File: src/rtl/ap_chain_pkg.sv
// Shared types for the ap_ctrl_chain arbiter: controller state encoding and
// error counter width.
package ap_chain_pkg;

  typedef enum logic [1:0] {
    IDLE  = 2'd0,
    START = 2'd1,
    DRAIN = 2'd2,
    RESP  = 2'd3
  } state_t;

  localparam int ERR_CNT_W = 8;

endpackage

File: src/rtl/ap_chain_arbiter_rr_arbiter.sv
// Round-robin requester selection: the search begins at ptr and wraps, so the
// requester just served has the lowest priority on the next pass.
module rr_arbiter #(
  parameter int NREQ = 2,
  parameter int IW   = (NREQ > 1) ? $clog2(NREQ) : 1
) (
  input  logic [NREQ-1:0] req,
  input  logic [IW-1:0]   ptr,
  input  logic            enable,
  output logic [NREQ-1:0] grant,
  output logic [IW-1:0]   idx,
  output logic            any
);

  int sel;

  always_comb begin
    grant = '0;
    idx   = '0;
    any   = 1'b0;
    sel   = 0;
    if (enable) begin
      for (int k = 0; k < NREQ; k++) begin
        sel = int'(ptr) + k;
        if (sel >= NREQ) sel = sel - NREQ;
        if (!any && req[sel]) begin
          any        = 1'b1;
          grant[sel] = 1'b1;
          idx        = IW'(sel);
        end
      end
    end
  end

endmodule

File: src/rtl/ap_chain_arbiter.sv
// Shares one ap_ctrl_chain register-access slave between NREQ requesters,
// running the full start/ready/done/continue handshake for each transaction.
module ap_chain_arbiter
  import ap_chain_pkg::*;
#(
  parameter int NREQ    = 2,
  parameter int AW      = 32,
  parameter int DW      = 32,
  parameter int TIMEOUT = 16
) (
  input  logic             clk,
  input  logic             ap_rst,
  input  logic [NREQ-1:0]  req_valid,
  output logic [NREQ-1:0]  req_ready,
  input  logic [NREQ-1:0]  req_rd_wr,
  input  logic [NREQ*AW-1:0] req_addr,
  input  logic [NREQ*DW-1:0] req_wdata,
  output logic [NREQ-1:0]  rsp_valid,
  output logic [DW-1:0]    rsp_rdata,
  output logic             rsp_err,
  output logic [ERR_CNT_W-1:0] err_cnt,
  input  logic             ce_en,
  output logic [AW-1:0]    addr,
  output logic [DW-1:0]    wr_data,
  output logic             rd_wr,
  output logic             ap_start,
  output logic             ap_continue,
  output logic             ap_ce,
  input  logic [DW-1:0]    ap_return,
  input  logic             ap_idle,
  input  logic             ap_ready,
  input  logic             ap_done
);

  localparam int IW = (NREQ > 1) ? $clog2(NREQ) : 1;
  localparam int TW = $clog2(TIMEOUT) + 1;
  localparam logic [TW-1:0] TO_LAST = TW'(TIMEOUT - 1);

  function automatic logic [ERR_CNT_W-1:0] sat_inc(input logic [ERR_CNT_W-1:0] v);
    return (&v) ? v : v + 1'b1;
  endfunction

  state_t          state, state_nx;
  logic [IW-1:0]   ptr, owner, gnt_idx;
  logic [NREQ-1:0] gnt;
  logic            gnt_any, arb_en;
  logic [TW-1:0]   to_cnt;
  logic [AW-1:0]   addr_q;
  logic [DW-1:0]   wdata_q, rdata_q;
  logic            rd_wr_q, err_q;
  logic [ERR_CNT_W-1:0] err_cnt_q;
  logic            accept, complete, expire;

  // Grants are offered only in IDLE with an idle slave; ce_en=0 must also
  // block them, otherwise a handshake would be lost while the FSM is frozen.
  assign arb_en = (state == IDLE) && ap_idle && ce_en;

  rr_arbiter #(.NREQ(NREQ), .IW(IW)) u_rr (
    .req    (req_valid),
    .ptr    (ptr),
    .enable (arb_en),
    .grant  (gnt),
    .idx    (gnt_idx),
    .any    (gnt_any)
  );

  assign req_ready = gnt;
  assign accept    = gnt_any;
  assign complete  = (state == START) && ce_en && ap_ready && ap_done;
  assign expire    = (state == START) && ce_en && !ap_ready && (to_cnt == TO_LAST);

  assign ap_ce   = ce_en;
  assign addr    = addr_q;
  assign wr_data = wdata_q;
  assign rd_wr   = rd_wr_q;
  assign err_cnt = err_cnt_q;

  always_ff @(posedge clk) begin
    if (ap_rst) state <= IDLE;
    else        state <= state_nx;
  end

  always_comb begin
    state_nx    = state;
    ap_start    = 1'b0;
    ap_continue = 1'b0;
    rsp_valid   = '0;
    rsp_rdata   = '0;
    rsp_err     = 1'b0;
    unique case (state)
      IDLE: begin
        if (accept) state_nx = START;
      end
      START: begin
        ap_start = 1'b1;
        if (complete)    state_nx = DRAIN;
        else if (expire) state_nx = RESP;
      end
      DRAIN: begin
        ap_continue = 1'b1;
        if (ce_en && !ap_done) state_nx = RESP;
      end
      RESP: begin
        for (int i = 0; i < NREQ; i++) rsp_valid[i] = (owner == IW'(i));
        rsp_rdata = rdata_q;
        rsp_err   = err_q;
        if (ce_en) state_nx = IDLE;
      end
      default: state_nx = IDLE;
    endcase
  end

  // Transaction latches, pointer and timeout counter
  always_ff @(posedge clk) begin
    if (ap_rst) begin
      ptr       <= '0;
      owner     <= '0;
      to_cnt    <= '0;
      addr_q    <= '0;
      wdata_q   <= '0;
      rd_wr_q   <= 1'b0;
      rdata_q   <= '0;
      err_q     <= 1'b0;
      err_cnt_q <= '0;
    end else begin
      if (accept) begin
        addr_q  <= req_addr[gnt_idx*AW +: AW];
        wdata_q <= req_wdata[gnt_idx*DW +: DW];
        rd_wr_q <= req_rd_wr[gnt_idx];
        owner   <= gnt_idx;
        ptr     <= (gnt_idx == IW'(NREQ - 1)) ? '0 : gnt_idx + 1'b1;
        to_cnt  <= '0;
        rdata_q <= '0;
        err_q   <= 1'b0;
      end
      if ((state == START) && ce_en) begin
        to_cnt <= to_cnt + 1'b1;
        if (complete) rdata_q <= rd_wr_q ? ap_return : '0;
        if (expire) begin
          err_q     <= 1'b1;
          err_cnt_q <= sat_inc(err_cnt_q);
        end
      end
    end
  end

endmodule
File: config.mk
export PLATFORM = sky130hd
export DESIGN_NAME = ap_chain_arbiter
export DESIGN_NICKNAME = d
export VERILOG_FILES = /design/src/rtl/ap_chain_pkg.sv /design/src/rtl/ap_chain_arbiter_rr_arbiter.sv /design/src/rtl/ap_chain_arbiter.sv
export SDC_FILE = /design/constraint.sdc
export NUM_CORES = 1
export LEC_CHECK = 0
export CORE_MARGIN = 1
export CORE_UTILIZATION = 35
export CTS_BUF_LIST = sky130_fd_sc_hd__clkbuf_8
export DETAILED_ROUTE_END_ITERATION = 8
export HOLD_SLACK_MARGIN = 0.12
export PLACE_DENSITY = 0.85
export SYNTH_ARGS = -nofsm -noshare
export SYNTH_HDL_FRONTEND = slang
export SYNTH_SLANG_ARGS = --single-unit
File: constraint.sdc
create_clock -name clk -period 2.1 [get_ports clk]
set_clock_uncertainty 0.2 [all_clocks]
set_input_delay 0.63 -clock clk [delete_from_list [all_inputs] [get_ports clk]]
set_output_delay 0.63 -clock clk [all_outputs]
set_load 0.1 [all_outputs]
Yosys cells after proc, flatten, opt, wreduce, memory -nomap -nowiden
Index checks and enable logic that the tools add are counted.
- add/subtract/negate cells: 6
- $mul: 0
- divide/modulo/power cells: 0
- magnitude comparators: 7
- eq/ne operators: 8
- shift operators: 2
- muxes and demuxes: 48
- bitwise operators: 3
- reduce and logical (&&, ||, !) cells: 19
- operators by type and width (kind ; count):
    32-bit 2-to-1 mux ; 9
    64-bit by 7-bit indexed part select with 32-bit output ; 2
    32-bit by 1-bit >= comparator with 1-bit output, second input constant ; 2
    32-bit by 3-bit less-than comparator with 1-bit output, second input constant ; 2
    32-bit by 3-bit >= comparator with 1-bit output, second input constant ; 1
    32-bit by 3-bit subtractor with 32-bit output, second input constant ; 1
    1-bit 2-to-1 mux ; 24
    2-bit 2-to-1 mux ; 10
    1-bit logical AND ; 11
    5-bit 2-to-1 mux ; 2
    8-bit by 1-bit adder with 8-bit output, second input constant ; 1
    2-bit one-hot mux with 4 select lines ; 1
    8-bit AND reduction ; 1
    2-bit inequality test, second input constant ; 3
    5-bit by 1-bit adder with 5-bit output, second input constant ; 1
    5-bit by 4-bit equality test with 1-bit output, second input constant ; 1
    2-bit equality test, second input constant ; 2
    4-bit AND reduction ; 1
    1-bit logical NOT ; 3
    3-bit inequality test, second input constant ; 1
    3-bit AND reduction ; 1
    1-bit by 2-bit subtractor with 3-bit output, second input constant ; 1
    1-bit by 1-bit adder with 2-bit output, second input constant ; 1
    1-bit demux with 1-bit select ; 2
    8 further kinds ; 9
- bits in registers: 115
- latch bits: 0
- bits in writable memories: 0
- ROM bits: 0
- bits of input ports: 170
- output and inout bits: 113
- memories kept: 0

Longest topological paths before layout
Gate-level depths: netlist of the first run.
- depth in word-level cells: 16
- gate-level depth with buffers: 9

Hierarchy
Synthesis of the first run repeated with hierarchy kept, for this count alone.
- cells, all modules: 558
- area total of the unflattened synthesis: 5134.9 um^2
- by module, submodules not included (module ; times used ; cells an instance ; area each (um^2) ; seq. area each (um^2)):
    ap_chain_arbiter ; 1 ; 551 ; 5101.1 ; 2302.2
    rr_arbiter ; 1 ; 7 ; 33.8 ; 0.0

Worst setup path after synthesis of the first run
Ideal clock, no wire load.
- path kind: register -> output
- start: register state[1]
- end: output rsp_valid[0]
- data arrival time: 2.002 ns
- data required time: 1.270 ns
- slack: -0.732 ns
- stages on the path, launching flop included: 3
- cells stage by stage: dfxtp_1 -> ha_1 -> nor2b_1
- longest elaborated chain between the ends: 2
- RTL lines (what ; line ; RTL):
    from (decl) ; ap_chain_arbiter.sv:43 ; state_t state, state_nx;
    from (signal assigned) ; ap_chain_arbiter.sv:80 ; else state <= state_nx;
    2-bit equality test ; ap_chain_arbiter.sv:90 ; unique case (state)
    2-bit 2-to-1 mux ; ap_chain_arbiter.sv:90 ;
    to (decl) ; ap_chain_arbiter.sv:18 ; output logic [NREQ-1:0] rsp_valid,
Every way passes these cells.

Worst setup path after layout of the first run
- start: register state[1]
- end: output rsp_rdata[15]
- longest elaborated chain between the ends: 2
- RTL lines (what ; line ; RTL):
    2-bit equality test ; ap_chain_arbiter.sv:90 ;
    32-bit 2-to-1 mux ; ap_chain_arbiter.sv:90 ;
    to (decl) ; ap_chain_arbiter.sv:19 ; output logic [DW-1:0] rsp_rdata,
Every way passes these cells.

==> results of run 1 <==
worst max-delay path by stage:
stage / startpoint / end / slack [ps]
floorplan: state[1] / rsp_rdata[23] / -130
global placement: req_valid[1] / addr[16] / -580
detailed placement: ap_idle / wr_data[8] / -660
CTS: state[1] / rsp_rdata[4] / -420
global route: state[0] / rsp_rdata[15] / -450
finish: state[1] / rsp_rdata[15] / -410
sequential cells by signal (all words and copies together) (netlist names):
name and flops:
state 2, wr_data 32, rdata_q 32, err_q 1, err_cnt 8, ptr 1, rd_wr 1, to_cnt 5
addr 32, owner 1
repair_timing:
action,in CTS,in global routing
resized for setup,48,24
cloned,4,8
pin swaps,16,91
buffers inserted,6,8
endpoints found under the setup margin,82,129
final cells by class:
class / count / area, µm²
repair buffers: 345 / 4860
diodes: 1 / 2.50
flip-flops and latches: 115 / 2320
clock buffers: 18 / 248
clock inverters: 14 / 170
well taps: 176 / 220
inverters: 5 / 18.8
fillers: 809 / 3000
multi-input cells: 352 / 2400
power breakdown:
| group | switching, mW | total [mW] | leakage, nW | internal (mW) |
|---|---|---|---|---|
| clock | 0.926 | 2.22 | 0.230 | 1.30 |
| sequential | 0.152 | 2.48 | 0.938 | 2.33 |
| combinational | 1.85 | 3.31 | 2.76 | 1.46 |
| total | 2.93 | 8.02 | 3.92 | 5.09 |
layout by cell type (no fill, tap or decap), types with 10 or more instances in the layout:
cell type                         instances
sky130_fd_sc_hd__dfxtp_1                104
sky130_fd_sc_hd__a21oi_1                 44
sky130_fd_sc_hd__and2_4                  34
sky130_fd_sc_hd__nor2_1                  78
sky130_fd_sc_hd__buf_12                 128
sky130_fd_sc_hd__nand3_1                 72
sky130_fd_sc_hd__buf_4                   29
sky130_fd_sc_hd__clkbuf_8                18
sky130_fd_sc_hd__dfxtp_2                 10
sky130_fd_sc_hd__clkdlybuf4s50_1        165
sky130_fd_sc_hd__a222oi_1                65
layer usage:
layer  up-vias  share of wire (%)  track usage (%)
met3        56                7.7             8.40
met4         2                3.2             13.0
li1       2605                  -                -
met1      2819                 37             29.4
met2       314                 52             51.6
met5         -              0.047                0
metrics by stage:
stage | cell area [µm²] | std cells | setup TNS [ps] | utilization, %
global placement | 9180 | 968 | -40870 | 69.3
global route | 10200 | 1026 | -20180 | 77.4
floorplan | 4890 | 527 | -3680 | -
CTS | 9900 | 1010 | -15090 | 74.7
detailed placement | 9180 | 968 | -46020 | 69.3
finish | 10200 | 1026 | -15330 | 77.4
logic make-up after synthesis:
| logic type | Yosys count | share of synthesized area [%] |
|---|---|---|
| DFF | 115 | 48.3 |
| muxes | 5 | 1.10 |
| buffers and inverters | 60 | 6.19 |
| and+or+nand+nor | 214 | 21.8 |
| AOI/OAI and AO/OA | 125 | 20.6 |
| adders and majority gates | 7 | 1.84 |
| xor gates and xnor gates | 1 | 0.184 |
critical path, delay by kind of cell, from the launching register on:
| family | cells | cell delay [ps] |
|---|---|---|
| flip-flops | 1 | 330 |
| buffers and inverters | 3 | 560 |
| AND/OR/NAND/NOR | 1 | 170 |
| adder cells (fa/ha/maj) | 1 | 170 |
==> flow_summary_export.csv, run 1 <==
group,metric,value,unit
status,status,"finished, violations left",
status,violations_in_the_final_reports,"DRC, setup timing",
global_route,overflow,0,
global_route,first_pass_grt_wire_length,30700,µm
global_route,grt_max_degree,49,
critical_path,data_arrival_time_of_the_critical_path,1680,ps
critical_path,rr_startpoint,"state[1]",
synth,synth.top_cells.by_area,"sky130_fd_sc_hd__dfxtp_1, sky130_fd_sc_hd__a222oi_1, sky130_fd_sc_hd__nand3_1",
global_route,vias_in_the_first_global_route,5822,
critical_path,ff2ff_setup_slack,-130,ps
detailed_routing,vias,5796,
synth,synth_area_per_cell,9.05,µm²
synth,synth_largest_area_cell,"sky130_fd_sc_hd__dfxtp_1",
synth,synth_seq_cells,115,
critical_path,cp-start-kind,"register",
clocking,cts_tree,"yes",
hold_path,hold-path-cell-count,2,
sta,final_hold_viols,0,
sta,worst-slew-pin-transition,436,ps
detailed_routing,drtIter0Drc,722,
clocking,clockBufferDepth,2,
detailed_routing,postRouteWirelength,21400,µm
synth,post_synth_most_frequent_cells,"sky130_fd_sc_hd__dfxtp_1, sky130_fd_sc_hd__nor2_1, sky130_fd_sc_hd__nand3_1",
placement,finalWeightedCongestion,0.808,
clocking,clk_pin_slew_worst_paths,60,ps
clocking,hold_buffers,0,
synth,synthMostInstantiatedCell,"sky130_fd_sc_hd__dfxtp_1",
detailed_routing,vias_per_cell,5.65,
synth,ys_seq_area_share,48.3,%
sta,slew_violations,0,
sta,min_period,2510,ps
finish,final_nets,1013,
sta,finalSetupViolations,57,
clocking,cts.sink_count,115,
sta,worst_relative_slew_slack,70.9,%
pwr,total_power,8.02,mW
critical_path,maximum_cell_stage_delay_along_the_critical_path,330,ps
synth,synth.lib_cells_used.distinct,35,
floorplan,std_cell_rows,42,
sta,final.hold.worst_slack,267,ps
sta,max_clock_freq,0.398,GHz
critical_path,r2r-end,"addr[8]",
pwr,total_leakage_power,3.92,nW
detailed_routing,detailedRoute.firstPassIterationCount,9,
hold_path,timing.hold.worst.class,"reg2reg",
synth,ys_async_sr_fraction,0,%
sta,post-route-period-util,120,%
flow_run,maxCapViolations,0,
pwr,worst_ir_drop_vdd,522,µV
critical_path,worst-setup-path-type,"reg2out",
synth,synthCells,527,
critical_path,endpoint_kind,"primary output",
pwr,cell_area_power_density,783,mW/mm²
critical_path,critical_path_top_delay_cell,"sky130_fd_sc_hd__dfxtp_2",
critical_path,r2r_cells,9,
floorplan,die_x,119,µm
synth,syn-num-nets,704,
detailed_routing,drc,13,
floorplan,core,0.0132,mm²
sta,post-route-worst-setup-slack,-412,ps
placement,post-dp-hpwl,13600,µm
floorplan,die_h,119,µm
detailed_routing,avgRoutedWirePerCell,20.8,µm
critical_path,worst-endpoint-required,1270,ps
synth,synth-edff-count,0,
critical_path,cells_traversed_along_the_worst_timing_path,"buf_6, ha_4, bufbuf_16, and2_4, buf_12",
finish,post_route_cells_drive_above_1_share,31.8,%
finish,areaGrowthSynthToFinish,115,%
detailed_routing,postRouteAntennaNets,0,
clocking,cts_made_buffers,17,
synth,primary_ff_master_synth,"sky130_fd_sc_hd__dfxtp_1",
synth,synth_top_cell_area_share,48.3,%
clocking,root_buffer,"sky130_fd_sc_hd__clkbuf_8",
placement,place_ws,-662,ps
critical_path,crit_fanout,9,
floorplan,initial_utilization,36.0,%
floorplan,io-pin-count,283,
placement,port_buffers,282,
sta,setup_repair_after_global_routing_missed_its_margin,"true",
clocking,cts_htree_levels,4,
synth,netlist_area,0.00477,mm²
global_route,grt_antenna_before_repair,2,
synth,synth.yosys.warnings,0,
hold_path,timing.hold.worst.start,"rdata_q[10]",
hold_path,min_to,"rdata_q[10]",
global_route,globalRouteTotalUtil,28.2,%
clocking,clock_latency,450,ps
floorplan,die_area,0.0141,mm²
Note: power is estimated with default switching activity, not from simulation.
==> inputs of run 2 (changes only) <==
--- a/config.mk
+++ b/config.mk
@@ -5,12 +5,13 @@
 export SDC_FILE = /design/constraint.sdc
 export NUM_CORES = 1
 export LEC_CHECK = 0
-export CORE_MARGIN = 1
-export CORE_UTILIZATION = 35
+export CORE_AREA = 2 2 108 110
 export CTS_BUF_LIST = sky130_fd_sc_hd__clkbuf_8
 export DETAILED_ROUTE_END_ITERATION = 8
+export DIE_AREA = 0 0 110 112
+export DONT_BUFFER_PORTS = 1
 export HOLD_SLACK_MARGIN = 0.12
-export PLACE_DENSITY = 0.85
+export PLACE_DENSITY = 0.65
 export SYNTH_ARGS = -nofsm -noshare
 export SYNTH_HDL_FRONTEND = slang
 export SYNTH_SLANG_ARGS = --single-unit
==> flow_summary_export.csv, run 2 (synthesis gave the netlist of run 1 again) <==
group,metric,value,unit
floorplan,die_area,0.0123,mm²
finish,fraction_of_the_core_area_covered_by_cells_at_the_end_of_the_flow,60.7,%
flow_run,maxCapViolations,0,
critical_path,startpoint,"state[1]",
global_route,grt_antenna_before_repair,0,
critical_path,critical_path_top_delay_cell,"sky130_fd_sc_hd__dfxtp_2",
clocking,cts_tree,"yes",
global_route,vias_in_the_first_global_route,4635,
floorplan,die_h,112,µm
sta,setup_repair_after_global_routing_missed_its_margin,"true",
critical_path,data_arrival_time_of_the_critical_path,1590,ps
clocking,clockBufferDepth,2,
placement,port_buffers,0,
detailed_routing,vias,4729,
status,status,"finished, violations left",
detailed_routing,detailedRoute.firstPassIterationCount,9,
finish,final_nets,802,
pwr,total_leakage_power,2.64,nW
critical_path,r2r_cells,7,
placement,dpl.cell_count,733,
critical_path,endpoint_kind,"primary output",
placement,post-dp-hpwl,9800,µm
detailed_routing,postRouteAntennaNets,0,
finish,areaGrowthSynthToFinish,42.2,%
hold_path,min_to,"rdata_q[23]",
sta,slew_violations,0,
critical_path,worst-setup-path-type,"reg2out",
sta,max_clock_freq,0.414,GHz
sta,finalSetupViolations,39,
critical_path,r2r-end,"err_cnt[4]",
pwr,worst_ir_drop_vdd,696,µV
global_route,first_pass_grt_wire_length,22800,µm
floorplan,initial_utilization,42.7,%
placement,placed_area,0.00602,mm²
critical_path,cp-start-kind,"register",
sta,worst-slew-pin-transition,529,ps
finish,layout.filler_cells,945,
detailed_routing,avgRoutedWirePerCell,19.1,µm
finish,post_route_cells_drive_above_1_share,36.4,%
pwr,cell_area_power_density,1010,mW/mm²
clocking,cts_made_buffers,17,
hold_path,timing.hold.worst.start,"ap_rst",
critical_path,ff2ff_setup_slack,10,ps
floorplan,io-pin-count,283,
clocking,root_buffer,"sky130_fd_sc_hd__clkbuf_8",
critical_path,rr_startpoint,"to_cnt[1]",
clocking,cts_htree_levels,4,
placement,finalWeightedCongestion,0.775,
finish,mostFrequentLayoutCells,"sky130_fd_sc_hd__dfxtp_1, sky130_fd_sc_hd__buf_4, sky130_fd_sc_hd__nor2_1, sky130_fd_sc_hd__nand3_1, sky130_fd_sc_hd__a222oi_1",
floorplan,std_cell_rows,39,
floorplan,die_x,110,µm
sta,final_hold_viols,0,
sta,worst_relative_slew_slack,64.7,%
detailed_routing,drc,1,
clocking,cts.sink_count,115,
detailed_routing,vias_per_cell,6.06,
clocking,clk_pin_slew_worst_paths,70,ps
critical_path,cells_traversed_along_the_worst_timing_path,"buf_6, ha_4, buf_16, nor2b_4, buf_12",
finish,final_design_area_no_fill,0.00678,mm²
finish,antenna_cells,0,
sta,min_period,2420,ps
floorplan,core,0.0112,mm²
status,violations_in_the_final_reports,"DRC, setup timing",
sta,post-route-worst-setup-slack,-318,ps
finish,layoutNonFillerInstCount,781,
critical_path,worst-endpoint-required,1270,ps
critical_path,maximum_cell_stage_delay_along_the_critical_path,340,ps
hold_path,hold-path-cell-count,1,
global_route,grt_max_degree,118,
global_route,globalRouteTotalUtil,23.6,%
detailed_routing,drtIter0Drc,700,
global_route,overflow,0,
detailed_routing,postRouteWirelength,14900,µm
sta,post-route-period-util,115,%
finish,layout.cells.most_common,"sky130_fd_sc_hd__dfxtp_1",
critical_path,crit_fanout,18,
hold_path,timing.hold.worst.class,"in2reg",
clocking,clock_latency,420,ps
[run 2: cell count changes in the layout (fill, tap and decap cells not counted), sizes merged, moves of 3 or more]
cell           previous run  this run
buf                     168       134
clkbuf                   26        19
clkdlybuf4s50           165         0
clkinv                    7         3
clkinvlp                  0         5
dlygate4sd2               3         0
[run 2: through the flow]
| stage | worst slack, ps | total power, mW | setup TNS, ps | hold WS (ps) |
|---|---|---|---|---|
| 2_1_floorplan | -131 | 4.13 | -3680 | 239 |
| 5_1_grt | -408 | 7.12 | -14670 | 24.0 |
| 3_3_place_gp | -32.4 | 4.52 | -169 | 243 |
| 6_report | -318 | 6.85 | -11080 | 76.9 |
| 3_5_place_dp | -61.8 | 4.57 | -364 | 249 |
| 4_1_cts | -371 | 6.79 | -13330 | 35.2 |
[run 2: area by class of cell]
| cell class | count | area, µm² | area share [%] |
|---|---|---|---|
| well taps | 143 | 179 | 2.64 |
| flip-flops and latches | 115 | 2320 | 34.2 |
| multi-input cells | 352 | 2380 | 35.0 |
| clock buffers | 19 | 262 | 3.86 |
| clock inverters | 13 | 150 | 2.21 |
| repair buffers | 134 | 1480 | 21.7 |
| inverters | 5 | 18.8 | 0.277 |
[run 2: critical path, delay by kind of cell (launching register included)]
kind / cells / cell delay, ps
buffers and inverters: 3 / 460
and+or+nand+nor: 1 / 180
DFF: 1 / 340
adders and majority gates: 1 / 190
[run 2: worst max path at each step]
stage | endpoint | depth (start not counted)
3_5_place_dp | addr[7] | 6
6_report | rsp_valid[0] | 5
2_1_floorplan | rsp_rdata[23] | 3
4_1_cts | rsp_valid[0] | 5
3_3_place_gp | req_ready[1] | 3
5_1_grt | rsp_valid[0] | 5
[run 2: power by group]
group	total, mW	leakage (nW)	switching, mW	internal, mW
combinational	2.33	1.51	1.62	0.707
clock	2.12	0.192	0.985	1.13
sequential	2.40	0.938	0.0771	2.33
total	6.85	2.64	2.68	4.17
[run 2: timing repair]
item                                    4_1_cts  5_1_grt
hold endpoints to repair                    112      112
buffers inserted                              4        9
gates cloned                                  3        0
endpoints found under the setup margin       47       80
pin swaps                                    19       20
resized for setup                            13       41
[run 2: layer usage]
layer	GRT usage, %	vias up	wire length (µm)
met3	8.08	34	1410
met1	26.6	2253	5410
li1	-	2176	-
met4	10.5	0	396
met5	0	-	0
met2	39.7	266	7670
